[src/rtl/uart_pkg.sv]
// Shared UART definitions: receiver state encoding and default frame/baud settings
// used by both the RX core and the future TX core.
package uart_pkg;

    localparam int UART_DATA_W       = 8;
    localparam int UART_CLKS_PER_BIT = 16;

    typedef enum logic [2:0] {
        IDLE      = 3'd0,
        START     = 3'd1,
        DATA      = 3'd2,
        STOP      = 3'd3,
        WAIT_HIGH = 3'd4
    } rxState_t;

    // Last counter value before the mid-start-bit sample.
    function automatic int halfBitLast(input int clksPerBit);
        return clksPerBit / 2 - 1;
    endfunction

endpackage

[src/rtl/uart_rx_core_if.sv]
// Received-byte stream between the UART receiver (master) and its consumer (slave).
interface uart_rx_core_if
    import uart_pkg::*;
#(
    parameter int DATA_WIDTH = UART_DATA_W
);

    logic [DATA_WIDTH-1:0] recvData;
    logic                  recvData_valid;
    logic                  recvData_ready;

    modport master (
        output recvData,
        output recvData_valid,
        input  recvData_ready
    );

    modport slave (
        input  recvData,
        input  recvData_valid,
        output recvData_ready
    );

endinterface

[src/rtl/uart_sync.sv]
// Two-flop synchronizer for an asynchronous single-bit input; reset value is
// chosen per use so an idle line never looks like an edge after reset.
module uart_sync #(
    parameter logic RESET_VAL = 1'b1
) (
    input  logic clk,
    input  logic reset,
    input  logic d,
    output logic q
);

    logic sync_p0;
    logic sync_p1;

    always_ff @(posedge clk) begin
        if (reset) begin
            sync_p0 <= RESET_VAL;
            sync_p1 <= RESET_VAL;
        end else begin
            sync_p0 <= d;
            sync_p1 <= sync_p0;
        end
    end

    assign q = sync_p1;

endmodule

[src/rtl/uart_rx_core.sv]
// 8N1-style UART receiver: mid-bit sampling of a synchronized rxd line, one-entry
// holding register on a valid/ready stream, framing and overrun pulses.
module uart_rx_core
    import uart_pkg::*;
#(
    parameter int CLKS_PER_BIT = UART_CLKS_PER_BIT,
    parameter int DATA_WIDTH   = UART_DATA_W
) (
    input  logic             clk,
    input  logic             reset,
    input  logic             rxd,
    uart_rx_core_if.master   rx,
    output logic             frame_err,
    output logic             overrun
);

    localparam int CNT_W = $clog2(CLKS_PER_BIT);
    localparam int IDX_W = $clog2(DATA_WIDTH + 1);

    localparam logic [CNT_W-1:0] HALF_LAST = CNT_W'(halfBitLast(CLKS_PER_BIT));
    localparam logic [CNT_W-1:0] BIT_LAST  = CNT_W'(CLKS_PER_BIT - 1);
    localparam logic [IDX_W-1:0] IDX_LAST  = IDX_W'(DATA_WIDTH - 1);

    rxState_t              state;
    logic [CNT_W-1:0]      cnt;
    logic [IDX_W-1:0]      idx;
    logic [DATA_WIDTH-1:0] shiftReg;
    logic                  rxs;
    logic                  rxsPrev;
    logic                  fallEdge;
    logic                  stopTick;
    logic                  goodStop;
    logic                  accept;

    uart_sync #(.RESET_VAL(1'b1)) rxdSync (
        .clk   (clk),
        .reset (reset),
        .d     (rxd),
        .q     (rxs)
    );

    assign fallEdge = rxsPrev & ~rxs;
    assign stopTick = (state == STOP) && (cnt == BIT_LAST);
    assign goodStop = stopTick & rxs;
    assign accept   = rx.recvData_valid & rx.recvData_ready;

    // Bit-timing FSM; every state entry restarts the baud counter.
    always_ff @(posedge clk) begin
        if (reset) begin
            state    <= IDLE;
            cnt      <= '0;
            idx      <= '0;
            shiftReg <= '0;
            rxsPrev  <= 1'b1;
        end else begin
            rxsPrev <= rxs;
            case (state)
                IDLE: begin
                    if (fallEdge) begin
                        state <= START;
                        cnt   <= '0;
                    end
                end
                START: begin
                    if (cnt == HALF_LAST) begin
                        cnt <= '0;
                        idx <= '0;
                        state <= rxs ? IDLE : DATA;
                    end else begin
                        cnt <= cnt + 1'b1;
                    end
                end
                DATA: begin
                    if (cnt == BIT_LAST) begin
                        cnt      <= '0;
                        // Shifting in at the MSB leaves the first bit at the LSB once full.
                        shiftReg <= {rxs, shiftReg[DATA_WIDTH-1:1]};
                        idx      <= idx + 1'b1;
                        if (idx == IDX_LAST) begin
                            state <= STOP;
                        end
                    end else begin
                        cnt <= cnt + 1'b1;
                    end
                end
                STOP: begin
                    if (cnt == BIT_LAST) begin
                        cnt   <= '0;
                        state <= rxs ? IDLE : WAIT_HIGH;
                    end else begin
                        cnt <= cnt + 1'b1;
                    end
                end
                WAIT_HIGH: begin
                    if (rxs) begin
                        state <= IDLE;
                        cnt   <= '0;
                    end
                end
                default: begin
                    state <= IDLE;
                    cnt   <= '0;
                end
            endcase
        end
    end

    // Holding register: a delivery wins over a plain accept, and an accept in the
    // delivery cycle frees the slot for the new byte.
    always_ff @(posedge clk) begin
        if (reset) begin
            rx.recvData       <= '0;
            rx.recvData_valid <= 1'b0;
            frame_err         <= 1'b0;
            overrun           <= 1'b0;
        end else begin
            frame_err <= stopTick & ~rxs;
            overrun   <= goodStop & rx.recvData_valid & ~rx.recvData_ready;
            if (goodStop) begin
                if (!rx.recvData_valid || rx.recvData_ready) begin
                    rx.recvData       <= shiftReg;
                    rx.recvData_valid <= 1'b1;
                end
            end else if (accept) begin
                rx.recvData_valid <= 1'b0;
            end
        end
    end

endmodule

[src/flat_wrapper.sv]
// flat-port wrapper written by rule: the top's interface ports become plain ports
module uart_rx_core_flat import uart_pkg::*;
#(
    parameter int CLKS_PER_BIT = UART_CLKS_PER_BIT,
    parameter int DATA_WIDTH   = UART_DATA_W
)
  (clk, reset, rxd, frame_err, overrun, rx_recvData, rx_recvData_valid, rx_recvData_ready);
  uart_rx_core_if #(.DATA_WIDTH(DATA_WIDTH)) rx_i ();
  input  logic clk;
  input  logic reset;
  input  logic rxd;
  output logic frame_err;
  output logic overrun;
  output wire logic [$bits(rx_i.recvData)-1:0] rx_recvData;
  output wire logic [$bits(rx_i.recvData_valid)-1:0] rx_recvData_valid;
  input wire logic [$bits(rx_i.recvData_ready)-1:0] rx_recvData_ready;
  assign rx_recvData = rx_i.recvData;
  assign rx_recvData_valid = rx_i.recvData_valid;
  assign rx_i.recvData_ready = rx_recvData_ready;
  uart_rx_core #(.CLKS_PER_BIT(CLKS_PER_BIT), .DATA_WIDTH(DATA_WIDTH)) u_core (.clk(clk), .reset(reset), .rxd(rxd), .rx(rx_i), .frame_err(frame_err), .overrun(overrun));
endmodule
[config.mk]
export PLATFORM = sky130hd
export DESIGN_NAME = uart_rx_core_flat
export DESIGN_NICKNAME = d
export VERILOG_FILES = /design/src/rtl/uart_pkg.sv /design/src/rtl/uart_rx_core_if.sv /design/src/rtl/uart_sync.sv /design/src/rtl/uart_rx_core.sv /design/src/flat_wrapper.sv
export SDC_FILE = /design/constraint.sdc
export NUM_CORES = 1
export LEC_CHECK = 0
export CAP_MARGIN = 0
export CORE_MARGIN = 2
export CORE_UTILIZATION = 59
export CTS_CLUSTER_SIZE = 8
export DETAILED_ROUTE_END_ITERATION = 8
export PLACE_DENSITY = 0.83
export SLEW_MARGIN = 25
export SYNTH_ARGS = -nofsm -noshare
export SYNTH_HDL_FRONTEND = slang
export SYNTH_SLANG_ARGS = --single-unit
[constraint.sdc]
create_clock -name clk -period 3 [get_ports clk]
set_input_delay 0.45 -clock clk [delete_from_list [all_inputs] [get_ports clk]]
set_output_delay 0.45 -clock clk [all_outputs]
set_load 0.05 [all_outputs]
# Word level (Yosys, flattened, before mapping)
# Cells that the tools add are included.
[classes]
n_addsub = 2
n_bitwise = 8
n_eq_ne = 14
n_reduce_logical = 13
n_mux = 20
[op_table]
columns = ["cell", "n"]
rows = [
  ["4-bit two-way mux", 6],
  ["3-bit two-way mux", 7],
  ["4-bit case mux with 4 select lines", 1],
  ["3-bit case mux with 5 select lines", 1],
  ["4-bit by 1-bit adder with 4-bit output (second input constant)", 2],
  ["4-bit by 3-bit equality test with 1-bit output (second input constant)", 2],
  ["2-bit by 1-bit inequality test with 1-bit output (second input constant)", 4],
  ["4-bit case mux with 2 select lines", 1],
  ["2-bit AND reduction", 4],
  ["1-bit AND", 6],
  ["3-bit by 2-bit equality test with 1-bit output (second input constant)", 2],
  ["2-bit inequality test (second input constant)", 3],
  ["6-bit AND reduction", 1],
  ["4-bit equality test (second input constant)", 1],
  ["2-bit nonzero test", 2],
  ["3-bit by 1-bit equality test with 1-bit output (second input constant)", 1],
  ["3-bit equality test (second input constant)", 1],
  ["3-bit zero test", 1],
  ["1-bit two-way mux", 3],
  ["3-bit AND reduction", 1],
  ["2-bit two-way mux", 1],
  ["1-bit inverter", 2],
  ["2-bit OR reduction", 1],
  ["1-bit logical AND", 1],
  ["other kinds (2)", 2],
]
[totals]
in_bits = 4
register_bits = 33
out_inout_bits = 11
elab_cells = 68

# Longest topological paths before layout
# Gate-level depths: netlist of the first run.
[depth]
depth_word = 5
mapped_depth = 6
depth_no_buf = 5

# By module
# Synthesis of the first run repeated with hierarchy kept, for this count alone.
[hier_totals]
hier_cells = 145
area_unflattened_um2 = 1467.7
[modules_own_cells]
columns = ["mod", "cells_each", "n_inst", "area_each_um2"]
rows = [
  ["uart_rx_core", 141, 1, 1415.1],
  ["uart_sync", 4, 1, 52.6],
]

# Worst setup path before layout of the first run
# No wires, ideal clock.
[synth_timing]
path_kind = "flip-flop to flip-flop"
startpoint = "register u_core.cnt[0]"
endpoint = "register u_core.state[0]"
arrival_time_ps = 1662
setup_slack_ps = 1217
setup_ps = 121
path_stages_with_launch = 7
synth_period_minus_slack_ps = 1783
cell_sequence = "dfxtp_1 -> ha_1 -> and3_1 -> buf_4 -> o32ai_2 -> a211o_2 -> mux2_4"
[synth_between]
elab_chain_len = 3
word_cells_on_any_way = 6
[synth_rtl]
columns = ["element", "line_no", "text"]
rows = [
  ["from (decl)", "uart_rx_core.sv:25", "logic [CNT_W-1:0] cnt;"],
  ["from (signal assigned)", "uart_rx_core.sv:70", "cnt <= cnt + 1'b1;"],
  ["from (signal assigned)", "uart_rx_core.sv:83", "cnt <= cnt + 1'b1;"],
  ["from (signal assigned)", "uart_rx_core.sv:91", "cnt <= cnt + 1'b1;"],
  ["4-bit equality test / 4-bit by 3-bit equality test with 1-bit output (equally long branches)", "uart_rx_core.sv:74, uart_rx_core.sv:87, uart_rx_core.sv:65", ""],
  ["2-bit inequality test (no source line) / 2-bit by 1-bit inequality test with 1-bit output (equally long branches)", "--", ""],
  ["6-bit AND reduction (no source line) (*)", "--", ""],
  ["to (signal assigned)", "uart_rx_core.sv:68", "state <= rxs ? IDLE : DATA;"],
  ["to (signal assigned)", "uart_rx_core.sv:89", "state <= rxs ? IDLE : WAIT_HIGH;"],
  ["to (decl)", "uart_rx_core.sv:24", "rxState_t state;"],
]
# Mark *: on every way between the ends. The rest lies on a longest branch, timed or not.
# A chain may end at the register's enable or synchronous reset.

# Final worst setup path of the first run
# Same ends and word-level chain as after synthesis.

==> qor.txt, run 1 <==
==========================================================================================
CTS tree                                                                              done
Number of antenna violations at the first check in global routing                        0
Net total in the final layout                                                          173
Syn Std Cell Area                                                                 1430 um2
Max_slew headroom                                                                    0.559
Mean post-synth cell area                                                         9.35 um2
Die Span Y                                                                         53.2 um
Combinational family with the most area after synthesis                       simple AND/OR/NAND/NOR gates
Std-Cell Core Area                                                                2250 um2
Half-perimeter wire length after detailed placement                                1.88 mm
# setup viols final                                                                      0
Fin cells                                                                              196
Unrepaired setup endpoints after global routing                                         no
Cts-stage hold buffer count                                                              0
Worst path arrival time                                                            2.41 ns
Wire length of the first global-routing pass                                       4.67 mm
Origin of the critical flop-to-flop path                                      u_core.cnt[0]$_SDFFE_PP0P_
Via count of the first global-routing pass                                            1045
Worst hold stages                                                                        1
Combined area of the multi-input logic cells                                       711 um2
Total wire length                                                                  2.65 mm
Max FO, Critical Path                                                                   14
Most frequent standard cell in the layout excluding fill and tap cells             dfxtp_1
Number of placement rows                                                                17
Area share of the leading cell type in the synthesized netlist                       0.462
Skew-Pair Late Insertion Delay                                                     0.34 ns
Tcrit/Tclk final                                                                     0.726
Count of antenna-violating nets left after detailed routing                              0
Die area                                                                          2830 um2
Share of layout cells above drive strength 1                                         0.119
Clk buf depth                                                                            2
Worst hold path class                                                           reg -> reg
Area share of and/or/nand/nor cells after synthesis                                  0.248
Parity-gate share of the synthesized area counting xor and xnor cells              0.00612
Cells resized by post-CTS repair                                                         0
Most used cells in the layout excluding fill and tap cells                    dfxtp_1, nand2_1, nor2_1
Gr usage total                                                                       0.232
Average routed wire per standard cell                                              13.5 um
Vias post-DR                                                                          1118
Post-DR vias/cell                                                                     5.70
Fillers                                                                                184
Worst-case hold path end point                                                u_core.rxdSync.q$_SDFF_PP1_
Synth-to-layout area growth                                                          15.7%
Number of setup buffers added after CTS                                                  0
Clock edge transition at the registers on the reported setup and hold paths        0.10 ns
Synth Net Count                                                                        159
Power share of the sequential group                                                  0.507
Multiplexer area fraction after synthesis                                           0.0945
TritonCTS buffer count                                                                   5
Number of cell instances on the worst register-to-register path                          5
Power density normalized to cell area                                           559 nW/um2
Final Hold Vio Count                                                                     0
Remaining global-route overflow                                                          0
Required arrival time at the worst endpoint                                        3.23 ns
Count of buffers inserted at the top-level ports                                        14
# IOs                                                                                   15
Maximum vdd ir drop                                                               0.464 mV
Sum Neg Setup Slack                                                                   0 ns
Worst Min Path Start                                                          u_core.rxdSync.sync_p0$_SDFF_PP1_
Switching part of the total power                                                    0.239
Register bit total from synthesis                                                       33
Class of the most critical setup path                                           reg -> reg
Area of all sequential standard cells                                              661 um2
Clk sink count                                                                          33
Compound-Gate Fraction of Synth Area                                                 0.130
Launching element type of the critical path                                      flip-flop
Dominant cell type by area after synthesis                                         dfxtp_1
Inst Count DP                                                                          188
Count of yosys warnings during synthesis                                                 0
Final period demand of the worst path                                              2.18 ns
Horizontal extent of the die                                                       53.2 um
Reported net switching power                                                        221 uW
Final routed DRC violation total                                                         0
Diode count                                                                              0
Run status                                                                       completed
Root buf cell                                                                     clkbuf_4
Part of the power in combinational logic                                             0.120
Initial drt markers                                                                     14
Internal Dissipation                                                                704 uW
Part of the Yosys area used for sequential elements                                  0.462
H-Tree Depth                                                                             2
Final-report max-slew violation count                                                    0
Type of destination of the critical path                                         flip-flop
Adder-Cell Fraction of Synth Area                                                   0.0175
Clk pwr share                                                                        0.374
Reg2Reg Capture Point                                                         u_core.state[0]$_SDFFE_PP0P_
Worst setup slack for register-to-register paths                                   0.82 ns
Final setup skew                                                                0.00703 ns
Count of TritonRoute iterations in the first routing pass                                4
Final RePlAce weighted congestion                                                    0.858
Count of unique library cells instantiated by Yosys                                     38
Synthesized netlist cell count                                                         153
Largest net degree at the start of global routing                                       20
Maximum clock frequency                                                            459 MHz
Most area-consuming cells after synthesis                                     dfxtp_1, mux2i_1, nand3_1
Max_cap viols                                                                            0
Effective utilization at floorplan                                                   0.634
Reported leakage power                                                         0.000656 uW
Worst Max-Slew Pin Slew                                                           0.660 ns
==========================================================================================
==> cells by family (layout without fill, tap and decap cells) <==
family	Yosys count	count (layout)
compound gates	24	24
xor+xnor	1	1
fa+ha+maj	2	2
buf+inv	11	26
flops	33	33
mux	13	13
simple gates	69	69
==> routing by layer <==
| layer | wire (um) | global-route usage |
|---|---|---|
| met1 | 1250 | 0.279 |
| met2 | 1260 | 0.366 |
| met5 | 0 | 0 |
| met3 | 91 | 0.0650 |
| met4 | 51 | 0.137 |
==> through the flow <==
stage | hold slack (ns) | cell area, um2 | setup WS [ns] | power (uW) | utilization
6_report | 0.416 | 1650 | 0.823 | 924 | 0.734
5_1_grt | 0.443 | 1650 | 0.686 | 961 | 0.734
4_1_cts | 0.417 | 1650 | 0.825 | 930 | 0.734
3_5_place_dp | 0.392 | 1570 | 0.845 | 588 | 0.696
3_3_place_gp | 0.391 | 1570 | 0.926 | 583 | 0.696
2_1_floorplan | 0.389 | 1430 | 1.22 | 571 | -
==> worst max path at each step <==
| stage | start | to | slack [ns] | cells after the start |
|---|---|---|---|---|
| finish | u_core.cnt[0]$_SDFFE_PP0P_ | u_core.state[0]$_SDFFE_PP0P_ | 0.82 | 5 |
| global route | u_core.cnt[0]$_SDFFE_PP0P_ | u_core.state[0]$_SDFFE_PP0P_ | 0.69 | 5 |
| CTS | u_core.cnt[0]$_SDFFE_PP0P_ | u_core.state[0]$_SDFFE_PP0P_ | 0.83 | 5 |
| detailed placement | u_core.cnt[0]$_SDFFE_PP0P_ | u_core.state[0]$_SDFFE_PP0P_ | 0.84 | 5 |
| global placement | u_core.cnt[0]$_SDFFE_PP0P_ | u_core.state[0]$_SDFFE_PP0P_ | 0.93 | 5 |
| floorplan | u_core.cnt[0]$_SDFFE_PP0P_ | u_core.state[0]$_SDFFE_PP0P_ | 1.22 | 6 |
==> final cells by class <==
type,instances,share of cell area
inverters,2,0.00454
multi-input cells,109,0.430
well taps,28,0.0212
clock inverters,1,0.0182
repair buffers,16,0.0938
clock buffers,7,0.0333
flip-flops and latches,33,0.399
==> worst max-delay path: stages, from the launching register on <==
cell and delay [ns]:
dfxtp_1 0.38, ha_1 0.27, and3_1 0.52, o32ai_2 0.21
a211o_2 0.39, mux2_4 0.30
==> registers in the layout, summed over array words and instances, names as in the netlist <==
name	count
u_core.state	3
u_core.shiftReg	8
u_core.overrun	1
u_core.idx	4
u_core.rxdSync.q	1
u_core.rxdSync.sync_p0	1
u_core.rx.recvData	8
u_core.cnt	4
u_core.rx.recvData_valid	1
u_core.frame_err	1
u_core.rxsPrev	1
==> Yosys cell counts (all sizes together) <==
cell     instances
a211oi           2
nand3b           3
or3b             2
mux2i           12
inv              2
mux2             1
a21oi           12
o211ai           1
or2              3
nand2           16
nor2            15
a211o            1
nor3b            2
a22oi            1
a2111oi          2
o31ai            1
nand2b           3
o21ai            1
a41oi            1
buf              5
and2             2
nor2b            2
dfxtp           33
and3             1
xor2             1
clkbuf           4
nor3             4
or3              1
and3b            1
nand4            1
a31oi            1
o32ai            1
ha               2
nand3           13
==> power by group through the flow <==
| stage | Clock [uW] | Combinational (uW) | Sequential (uW) |
|---|---|---|---|
| final | 345 | 111 | 468 |
| after global routing | 369 | 121 | 471 |
| after CTS | 352 | 110 | 468 |
| after detailed placement | 0 | 110 | 478 |
| after global placement | 0 | 107 | 477 |
| after floorplan | 0 | 107 | 465 |
No activity file was read; power rests on OpenSTA's default activity.
==> run 2, diff against run 1 <==
- CORE_UTILIZATION: 59 -> 49
- PLACE_DENSITY: 0.83 -> 0.73
- clock period: 3 -> 1.8 ns (I/O delays scaled with it)
==> run 2 against run 1 <==
Global-route usage is 2.9 points lower. First-iteration DRC count is 130% higher. Combinational power is 130% higher. Via count is 3.0% higher. Flip-flop and latch count stayed put. Clock skew is 0.0017 ns lower. Total power is 56% higher. Sequential power is 66% higher. Hold slack worse by 0.00094 ns. Setup slack worse by 0.78 ns. Critical endpoint is now rx_recvData[7].
==> qor.txt, run 2 (same netlist as run 1, synthesis figures left out) <==
==========================================================================================
Run status                                                                       completed
Count of antenna-violating nets left after detailed routing                              0
M1 GR Usage                                                                          0.267
Number of placement rows                                                                19
Critical path buffers and inverters                                                      1
Wire length of the first global-routing pass                                       5.18 mm
Average routed wire per standard cell                                              14.3 um
Gr usage total                                                                       0.203
Max_cap viols                                                                            0
Clock edge transition at the registers on the reported setup and hold paths        0.09 ns
Final period demand of the worst path                                              1.75 ns
Count of buffers inserted at the top-level ports                                        14
Effective utilization at floorplan                                                   0.519
Std-Cell Core Area                                                                2760 um2
TritonCTS buffer count                                                                   5
Launching element type of the critical path                                      flip-flop
Post-DR vias/cell                                                                     5.59
Vias post-DR                                                                          1151
Clk buf depth                                                                            2
Final-report max-slew violation count                                                    0
Top delay family on crit path                                                 buffers and inverters
Fin Hold WS                                                                       0.415 ns
Unrepaired setup endpoints after global routing                                         no
Count of TritonRoute iterations in the first routing pass                                4
Skew-Pair Late Insertion Delay                                                     0.32 ns
Final RePlAce weighted congestion                                                    0.825
Cell at the slowest stage of the critical path                                clkdlybuf4s50_1
Most used cells in the layout excluding fill and tap cells                    dfxtp_1, nand2_1, nor2_1
Class of the most critical setup path                                           reg -> out
H-Tree Depth                                                                             2
Largest registers                                                             u_core.rx.recvData: 8 flops, u_core.shiftReg: 8 flops
Die area                                                                          3370 um2
Diode count                                                                              0
Slowest Stage Delay on Critical Path                                               0.81 ns
Net total in the final layout                                                          181
Utilization of the core after routing                                                0.618
Number of antenna violations at the first check in global routing                        0
Grt peak-use layer                                                                    met2
# IOs                                                                                   15
Maximum vdd ir drop                                                               0.746 mV
Final routed DRC violation total                                                         0
Horizontal extent of the die                                                       58.0 um
Synth-to-layout area growth                                                          19.2%
Final Hold Vio Count                                                                     0
Fin cells                                                                              206
Power density normalized to cell area                                           843 nW/um2
Final setup skew                                                                0.00528 ns
# setup viols final                                                                      0
Half-perimeter wire length after detailed placement                                2.11 mm
Placement-stage worst setup slack                                                0.0106 ns
Most frequent standard cell in the layout excluding fill and tap cells             dfxtp_1
Total wire length                                                                  2.94 mm
Inst Count DP                                                                          199
Worst hold path class                                                           reg -> reg
Reported leakage power                                                         0.000672 uW
Cts-stage hold buffer count                                                              0
Remaining global-route overflow                                                          0
Largest net degree at the start of global routing                                       17
Max FO, Critical Path                                                                    2
Type of destination of the critical path                                        output pin
Via count of the first global-routing pass                                            1120
Required arrival time at the worst endpoint                                        1.53 ns
Max_slew headroom                                                                    0.663
Initial drt markers                                                                     32
Worst path arrival time                                                            1.48 ns
Root buf cell                                                                     clkbuf_4
CTS tree                                                                              done
Maximum clock frequency                                                            570 MHz
Fillers                                                                                238
Worst Max-Slew Pin Slew                                                           0.504 ns
Share of layout cells above drive strength 1                                         0.171
Setup WS post-layout                                                             0.0458 ns
Crit path cell chain                                                          clkdlybuf4s50_1
GR Layer Usage met2                                                                  0.312
Tcrit/Tclk final                                                                     0.975
Die Span Y                                                                         58.0 um
Sum Neg Setup Slack                                                                   0 ns
Met3 track demand over resource                                                     0.0558
Clk sink count                                                                          33
==========================================================================================
[run 2: cell count changes in the layout (fill, tap and decap cells not counted), sizes merged]
cell,change
bufinv,-1
buf,+8
[run 2: power by group]
group	internal (uW)	switching, uW	total (uW)
sequential	750	25.8	776
combinational	131	119	250
clock	184	228	412
total	1070	373	1440
[run 2: worst paths after layout]
check | slack, ns | startpoint | cells after the start | end
worst max-delay path | 0.05 | u_core.rx.recvData[7]$_SDFFE_PP0P_ | 1 | rx_recvData[7]
worst min-delay path | 0.41 | u_core.rxdSync.sync_p0$_SDFF_PP1_ | 1 | u_core.rxdSync.q$_SDFF_PP1_
worst max register to register | 0.10 | u_core.state[0]$_SDFFE_PP0P_ | 4 | u_core.state[0]$_SDFFE_PP0P_
worst min register to register | 0.41 | u_core.rxdSync.sync_p0$_SDFF_PP1_ | 1 | u_core.rxdSync.q$_SDFF_PP1_
[run 2: layer usage]
layer	wire, um	vias up
met4	52	0
met1	1340	546
met3	105	7
li1	-	576
met5	0	-
met2	1440	22
[run 2: repair_timing]
item,4_1_cts,5_1_grt
setup endpoints to repair,2,7
resized for setup,1,4
buffers inserted,0,0
pin swaps,0,0
[run 2: area by class of cell]
class / count / area, um2 / area share
tap: 31 / 38.8 / 0.0227
multi-input combinational: 109 / 722 / 0.423
clock buffer: 7 / 55.1 / 0.0323
sequential: 33 / 663 / 0.389
timing repair buffer: 24 / 219 / 0.128
inverter: 2 / 7.51 / 0.00440
[run 2: metrics by stage]
step                total power (uW)  instance area [um2]
floorplan                        952                 1430
global placement                1020                 1630
detailed placement              1040                 1630
CTS                             1440                 1700
global route                    1500                 1710
finish                          1440                 1710
==> run 3, diff against run 2 <==
- CORE_ASPECT_RATIO: unset -> 0.8
==> run 3 against run 2 <==
Via count down 2.3%. Count of clock-buffer cells in the layout is the same. Global-route usage shrank 2.3 points. Total power decreased by 0.43%. Register-to-register slack improved by 0.02 ns. Sequential power is 2% lower. Cell area up 0.73%. Critical endpoint is now rx_recvData[6]. Largest cell class unchanged. Largest power group unchanged.
==> qor.txt, run 3 (same netlist as run 1, synthesis figures left out) <==
==========================================================================================
Reported net switching power                                                        367 uW
Launching element type of the critical path                                      flip-flop
Clk buf depth                                                                            2
# IOs                                                                                   15
Net total in the final layout                                                          182
Maximum clock frequency                                                            573 MHz
Most used cells in the layout excluding fill and tap cells                    dfxtp_1, nand2_1, nor2_1
Die area                                                                          3370 um2
Type of destination of the critical path                                        output pin
Cts-stage hold buffer count                                                              0
Crit path cell chain                                                          clkdlybuf4s50_1
Max_cap viols                                                                            0
Number of antenna violations at the first check in global routing                        0
TritonCTS buffer count                                                                   5
Largest net degree at the start of global routing                                       17
Sum Neg Setup Slack                                                                   0 ns
Part of the power in combinational logic                                             0.180
Final period demand of the worst path                                              1.75 ns
Largest registers                                                             u_core.rx.recvData: 8 flops, u_core.shiftReg: 8 flops
Max FO, Critical Path                                                                    2
Max_slew headroom                                                                    0.667
Count of buffers inserted at the top-level ports                                        14
Synth-to-layout area growth                                                          20.1%
Die Span Y                                                                         52.3 um
Diode count                                                                              0
Power share of the sequential group                                                  0.534
Run status                                                                       completed
Count of antenna-violating nets left after detailed routing                              0
Count of TritonRoute iterations in the first routing pass                                6
Clk sink count                                                                          33
CTS tree                                                                              done
Number of placement rows                                                                17
Remaining global-route overflow                                                          0
Root buf cell                                                                     clkbuf_4
Maximum vdd ir drop                                                               0.573 mV
Switching part of the total power                                                    0.257
Gr usage total                                                                       0.180
H-Tree Depth                                                                             2
Class of the most critical setup path                                           reg -> out
# setup viols final                                                                      0
Effective utilization at floorplan                                                   0.517
Setup WS post-layout                                                             0.0548 ns
Unrepaired setup endpoints after global routing                                         no
Cell at the slowest stage of the critical path                                clkdlybuf4s50_1
Most frequent standard cell in the layout excluding fill and tap cells             dfxtp_1
Std-Cell Core Area                                                                2770 um2
Via count of the first global-routing pass                                            1025
Worst Max-Slew Pin Slew                                                           0.498 ns
Final setup skew                                                                0.00475 ns
Total wire length                                                                  2.71 mm
Fillers                                                                                227
Skew-Pair Late Insertion Delay                                                     0.32 ns
Reported leakage power                                                         0.000695 uW
Required arrival time at the worst endpoint                                        1.53 ns
Average routed wire per standard cell                                              12.6 um
Top delay family on crit path                                                 buffers and inverters
Number of setup buffers added after CTS                                                  0
Vias post-DR                                                                          1125
Horizontal extent of the die                                                       64.4 um
Half-perimeter wire length after detailed placement                                1.98 mm
Final-report max-slew violation count                                                    0
Power density normalized to cell area                                           834 nW/um2
Post-DR vias/cell                                                                     5.26
Wire length of the first global-routing pass                                       4.50 mm
Critical path buffers and inverters                                                      1
Final routed DRC violation total                                                         0
Worst hold path class                                                           reg -> reg
Share of layout cells above drive strength 1                                         0.165
Clock edge transition at the registers on the reported setup and hold paths        0.09 ns
Final Hold Vio Count                                                                     0
Internal Dissipation                                                               1060 uW
Tcrit/Tclk final                                                                     0.970
Final RePlAce weighted congestion                                                    0.885
Initial drt markers                                                                     48
Placement-stage worst setup slack                                                0.0636 ns
Worst path arrival time                                                            1.48 ns
Slowest Stage Delay on Critical Path                                               0.81 ns
Clk pwr share                                                                        0.286
==========================================================================================
-- run 3: cell types whose count changed in the layout (fill, tap and decap cells not counted) --
cell and change:
dfxtp_2 -2, dlymetal6s2s_1 +1, clkdlybuf4s50_1 -1, buf_4 +2, buf_6 -1, dfxtp_1 +2
-- run 3: final timing paths --
path / slack (ns) / end / cells past startpoint / from
hold reg to reg: 0.41 / u_core.rxdSync.q$_SDFF_PP1_ / 1 / u_core.rxdSync.sync_p0$_SDFF_PP1_
setup / recovery: 0.05 / rx_recvData[6] / 1 / u_core.rx.recvData[6]$_SDFFE_PP0P_
hold / removal: 0.41 / u_core.rxdSync.q$_SDFF_PP1_ / 1 / u_core.rxdSync.sync_p0$_SDFF_PP1_
setup reg to reg: 0.12 / u_core.state[0]$_SDFFE_PP0P_ / 5 / u_core.cnt[0]$_SDFFE_PP0P_
-- run 3: area by class of cell --
class	instances	area [um2]	share of cell area
multi-input cells	109	722	0.420
flip-flops and latches	33	661	0.385
inverters	2	7.51	0.00437
repair buffers	25	225	0.131
well taps	38	47.5	0.0277
clock buffers	7	55.1	0.0320
-- run 3: what timing repair did --
| item | CTS | global route |
|---|---|---|
| endpoints found under the hold margin | 0 | 0 |
| resized for setup | 0 | 3 |
| endpoints found under the setup margin | 0 | 10 |
-- run 3: stage by stage --
stage / area, um2 / instances / power, uW / util / hold WS, ns
after CTS: 1700 / 214 / 1440 / 0.616 / 0.416
after global placement: 1650 / 207 / 1030 / 0.596 / 0.395
after global routing: 1720 / 214 / 1500 / 0.621 / 0.465
after detailed placement: 1650 / 207 / 1030 / 0.596 / 0.394
after floorplan: 1430 / 153 / 952 / - / 0.374
final: 1720 / 214 / 1430 / 0.621 / 0.414
-- run 3: power by group through the flow --
stage / registers [uW] / logic, uW / clock network [uW]
3_3_place_gp: 780 / 247 / 0
6_report: 764 / 258 / 410
5_1_grt: 767 / 276 / 458
3_5_place_dp: 780 / 249 / 0
4_1_cts: 764 / 251 / 427
2_1_floorplan: 774 / 178 / 0
-- run 3: metal layers --
layer | global-route usage | vias to the layer above | routed length, um
met5 | 0 | - | 0
met4 | 0.0851 | 0 | 23
met3 | 0.0581 | 5 | 96
met2 | 0.286 | 16 | 1230
met1 | 0.223 | 518 | 1350
li1 | - | 586 | -
